**config.mk**
```make
export PLATFORM = sky130hd
export DESIGN_NAME = seq_decoder
export DESIGN_NICKNAME = d
export VERILOG_FILES = /design/src/rtl/seq_decoder_pkg.sv /design/src/rtl/onehot_dec.sv /design/src/rtl/seq_decoder.sv
export SDC_FILE = /design/constraint.sdc
export NUM_CORES = 1
export LEC_CHECK = 0
export BUFFER_PORTS_ARGS = -buffer_cell sky130_fd_sc_hd__buf_2
export CAP_MARGIN = 20
export CORE_AREA = 2 2 39 41
export DETAILED_ROUTE_END_ITERATION = 12
export DIE_AREA = 0 0 41 43
export PLACE_DENSITY = 0.42
export SYNTH_ARGS = -nofsm -noshare
export SYNTH_HDL_FRONTEND = slang
export SYNTH_SLANG_ARGS = --single-unit
export TNS_END_PERCENT = 1
```
**constraint.sdc**
```tcl
create_clock -name clk -period 1 [get_ports clk]
set_clock_uncertainty 0.15 [all_clocks]
set_input_delay 0.15 -clock clk [delete_from_list [all_inputs] [get_ports clk]]
set_output_delay 0.15 -clock clk [all_outputs]
set_load 0.1 [all_outputs]
```
**src/rtl/seq_decoder_pkg.sv**
```systemverilog
// seq_decoder_pkg: FSM state type and default configuration for seq_decoder.
package seq_decoder_pkg;
  typedef enum logic [1:0] {IDLE, HOLD, SWEEP} state_t;
  localparam int DEF_SEL_W = 2;
  localparam int DEF_DWELL = 1;
endpackage

```
**src/rtl/onehot_dec.sv**
```systemverilog
// onehot_dec: combinational binary-to-one-hot decoder.
module onehot_dec #(
  parameter int SEL_W = 2
) (
  input  logic [SEL_W-1:0]      sel,
  output logic [2**SEL_W-1:0]   onehot
);
  always_comb begin
    onehot = '0;
    onehot[sel] = 1'b1;
  end
endmodule

```
**src/rtl/seq_decoder.sv**
```systemverilog
// seq_decoder: one-hot output selector with direct load and optional timed sweep.
// Sweep mode is compiled in only when SEQ_DECODER_SWEEP_EN is defined.
module seq_decoder
  import seq_decoder_pkg::*;
#(
  parameter int SEL_W = DEF_SEL_W,
  parameter int DWELL = DEF_DWELL
) (
  input  logic                 clk,
  input  logic                 rst,
  input  logic                 en,
  input  logic                 load_valid,
  input  logic [SEL_W-1:0]     load_sel,
  output logic                 load_ready,
  input  logic                 sweep_start,
  input  logic                 sweep_stop,
  output logic [2**SEL_W-1:0]  out,
  output logic [SEL_W-1:0]     out_sel,
  output logic                 busy,
  output logic                 wrap_pulse
);
  localparam int OUT_W = 2**SEL_W;
  state_t state;
  logic [OUT_W-1:0] dec;
  onehot_dec #(.SEL_W(SEL_W)) u_dec (.sel(out_sel), .onehot(dec));
  assign out = (en && state != IDLE) ? dec : '0;
`ifdef SEQ_DECODER_SWEEP_EN
  localparam logic [7:0] DWELL_LAST = 8'(DWELL - 1);
  logic [7:0] dwell;
  assign load_ready = (state != SWEEP) && !sweep_start;
  assign busy = state == SWEEP;
  always_ff @(posedge clk) begin
    if (rst) begin
      state <= IDLE;
      out_sel <= '0;
      dwell <= '0;
      wrap_pulse <= 1'b0;
    end else begin
      wrap_pulse <= 1'b0;
      if (state == SWEEP && sweep_stop) begin
        state <= HOLD;
        dwell <= '0;
      end else if (state == SWEEP) begin
        if (dwell == DWELL_LAST) begin
          dwell <= '0;
          out_sel <= out_sel + 1'b1;
          wrap_pulse <= &out_sel;
        end else begin
          dwell <= dwell + 1'b1;
        end
      end else if (sweep_start) begin
        state <= SWEEP;
        out_sel <= '0;
        dwell <= '0;
      end else if (load_valid && load_ready) begin
        state <= HOLD;
        out_sel <= load_sel;
      end
    end
  end
`else
  logic unused_sweep;
  assign unused_sweep = sweep_start ^ sweep_stop ^ (DWELL == 0);
  assign load_ready = state != SWEEP;
  assign busy = 1'b0;
  assign wrap_pulse = 1'b0;
  always_ff @(posedge clk) begin
    if (rst) begin
      state <= IDLE;
      out_sel <= '0;
    end else if (load_valid && load_ready) begin
      state <= HOLD;
      out_sel <= load_sel;
    end
  end
`endif
endmodule

```
==> impl_metrics.py <==
metrics = {
    "outcome": {
        "status": "finished with violations",
        "violations": "setup timing",
    },
    "pwr": {
        "internal_power_uw": 348,
        "p_clk_share_pct": 37.2,
        "p_seq_share_pct": 24.3,
        "p_sw_uw": 221,
        "power_density_mw_per_mm2": 1270,
        "swShare_pct": 38.9,
        "ir_drop_uv": 440,
        "power_frac_comb_pct": 38.5,
        "p_leak_uw": 0.000192,
    },
    "clocking": {
        "cts_tree": "yes",
        "clockBufferDepth": 2,
        "clkTransAtPathRegs_ns": 0.04,
        "clock_sink_count": 3,
        "cts-htree-levels": 1,
        "clk_latency_ns": 0.23,
        "cts-root-buf": "clkbuf_4",
        "cts_buffers": 3,
    },
    "sta": {
        "post-route-min-period_ns": 1.36,
        "report.final.slew_viol_count": 0,
        "finalHoldViolations": 0,
        "period_share_pct": 136,
        "timing.hold.ws_ns": 0.0222,
        "setup_violations": 6,
        "setup_slack_ns": -0.359,
        "fmax_mhz": 736,
        "rsz0062_at_grt": "yes",
    },
    "layout": {
        "layout.cells.non_filler": 55,
        "layout-drive-gt1-share_pct": 71.8,
        "n_antenna_cell": 0,
        "syn_to_final_growth_pct": 189,
        "layout.nets": 48,
        "fillCellCount": 145,
    },
    "synth": {
        "yosysTopAreaCellShare_pct": 38.7,
        "ys_seq_area_share_pct": 38.7,
        "synth_area_um2": 155,
        "syn-instance-count": 21,
        "yosys.cell_types.count": 9,
        "synth_ff_type": "dfxtp_1",
        "synth_most_common_cell": "nor2_1",
        "synth_area_leaders": "dfxtp_1 39%, buf_4 15%, nor2_1 15%",
        "synth_area_leader_cell": "dfxtp_1",
        "synth_edf_count": 0,
        "avgSynthCellArea_um2": 7.39,
        "yosys-top-cells-count": "6 x nor2_1, 3 x buf_4, 3 x dfxtp_1",
        "yosys_register_bits": 3,
        "ys_async_sr_fraction_pct": 0,
        "yosys_warnings": 0,
    },
    "critical_path": {
        "timing.rr.end": "out_sel[0]$_SDFFE_PP0P_",
        "path_class": "flop to output pin",
        "crit_required_ns": 0.70,
        "rr_worst_depth": 3,
        "cp_max_fo": 4,
        "r2r-start": "out_sel[0]$_SDFFE_PP0P_",
        "crit_arrival_ns": 1.06,
        "r2r_slack_ns": 0.01,
        "critical_path.endpoint_type": "output pin",
        "startpoint_type": "flop",
    },
    "routing": {
        "postRouteAntennaNets": 0,
        "wl_um": 430,
        "vias": 177,
        "drcViolationCount": 0,
        "vias_per_cell": 3.22,
        "wl_per_cell_um": 7.82,
        "drtPass1Iterations": 2,
        "drtIter0Drc": 1,
    },
    "die": {
        "coreArea_mm2": 0.00138,
        "io_pins": 17,
        "die_width_um": 41,
        "die_area_mm2": 0.00176,
        "initial_core_util_pct": 11.2,
        "num_rows": 14,
        "die_h_um": 43,
    },
    "min_path": {
        "hold_class": "input pin to flop",
        "hold_path_startpoint": "load_sel[1]",
        "worstHoldEndpoint": "out_sel[1]$_SDFFE_PP0P_",
        "min_delay_path_depth": 3,
    },
    "placed_design": {
        "dpl.hpwl_um": 367,
        "portBuffers": 11,
        "gp_congestion": 0.583,
        "place_inst": 49,
    },
    "grt": {
        "first_global_vias": 171,
        "gr-usage-all-layers_pct": 6.82,
        "grt.overflow.total": 0,
        "grt_max_degree": 5,
        "antenna_found_initial": 0,
        "grt_pass1_wl_um": 724,
    },
    "job": {
        "drv_cap": 0,
    },
}
-- sequential cells by signal (all words and copies together), names as in the netlist --
register  flops
state         1
out_sel       2
-- repair_timing --
item                                   4_1_cts  5_1_grt
resized for setup                            5        1
setup buffers                                1        0
endpoints found under the hold margin        3        0
pin swaps                                    2        0
hold buffers                                 1        0
setup endpoints to repair                    6        7
-- layout by cell type (no fill, tap or decap), drive strengths merged --
| cell | instances |
|---|---|
| dfxtp | 3 |
| conb | 3 |
| dlygate4sd3 | 1 |
| nand3 | 1 |
| nand2 | 1 |
| mux2i | 2 |
| buf | 15 |
| nor3 | 2 |
| clkbuf | 4 |
| nor2 | 6 |
| inv | 1 |
-- through the flow --
| step | util [%] | worst slack (ns) | power [uW] | setup TNS, ns | instance area (um2) |
|---|---|---|---|---|---|
| 2_1_floorplan | - | -0.697 | 283 | -2.57 | 206 |
| 3_3_place_gp | 27.8 | -0.186 | 347 | -0.709 | 384 |
| 3_5_place_dp | 27.8 | -0.184 | 347 | -0.695 | 384 |
| 4_1_cts | 32.2 | -0.387 | 587 | -1.89 | 445 |
| 5_1_grt | 32.4 | -0.414 | 611 | -2.05 | 448 |
| 6_report | 32.4 | -0.359 | 569 | -1.74 | 448 |
-- kinds of logic (layout without fill, tap and decap cells) --
group,after synthesis,count (layout),share of synthesized area [%]
buffers and inverters,4,21,16.9
flip-flops,3,3,38.7
multiplexers,2,2,12.9
other,2,3,4.84
AND/OR/NAND/NOR,10,10,26.6
-- layout make-up --
cell class | instances | area [um2] | share of cell area (%)
Multi-Input combinational cell | 15 | 123 | 27.4
Clock buffer | 4 | 26.3 | 5.87
Inverter | 1 | 6.26 | 1.40
Timing Repair Buffer | 16 | 201 | 45.0
Sequential cell | 3 | 71.3 | 15.9
Tap cell | 16 | 20.0 | 4.47
-- critical path, stage by stage (launching register included) --
cell and delay, ns:
dfxtp_4 0.38, inv_4 0.05, nor3_4 0.20, buf_12 0.20
-- worst max-delay path by stage --
stage	endpoint	from
floorplan	out[1]	out_sel[0]$_SDFFE_PP0P_
global placement	out[2]	out_sel[1]$_SDFFE_PP0P_
detailed placement	out[2]	out_sel[1]$_SDFFE_PP0P_
CTS	out[0]	state[0]$_SDFFE_PP0P_
global route	out[0]	state[0]$_SDFFE_PP0P_
finish	out[1]	out_sel[0]$_SDFFE_PP0P_
-- routing by layer --
metal  GRT usage, %  share of wire [%]
met5              0                  0
met4           8.00                  0
met3           3.66                 14
met2           7.19                 42
met1           8.33                 43
-- power groups by stage --
| stage | sequential, uW | combinational, uW | clock (uW) |
|---|---|---|---|
| final | 138 | 219 | 211 |
| after global routing | 140 | 227 | 244 |
| after CTS | 140 | 220 | 227 |
| after detailed placement | 140 | 207 | 0 |
| after global placement | 140 | 207 | 0 |
| after floorplan | 175 | 107 | 0 |
No activity file was read; power rests on OpenSTA's default activity.
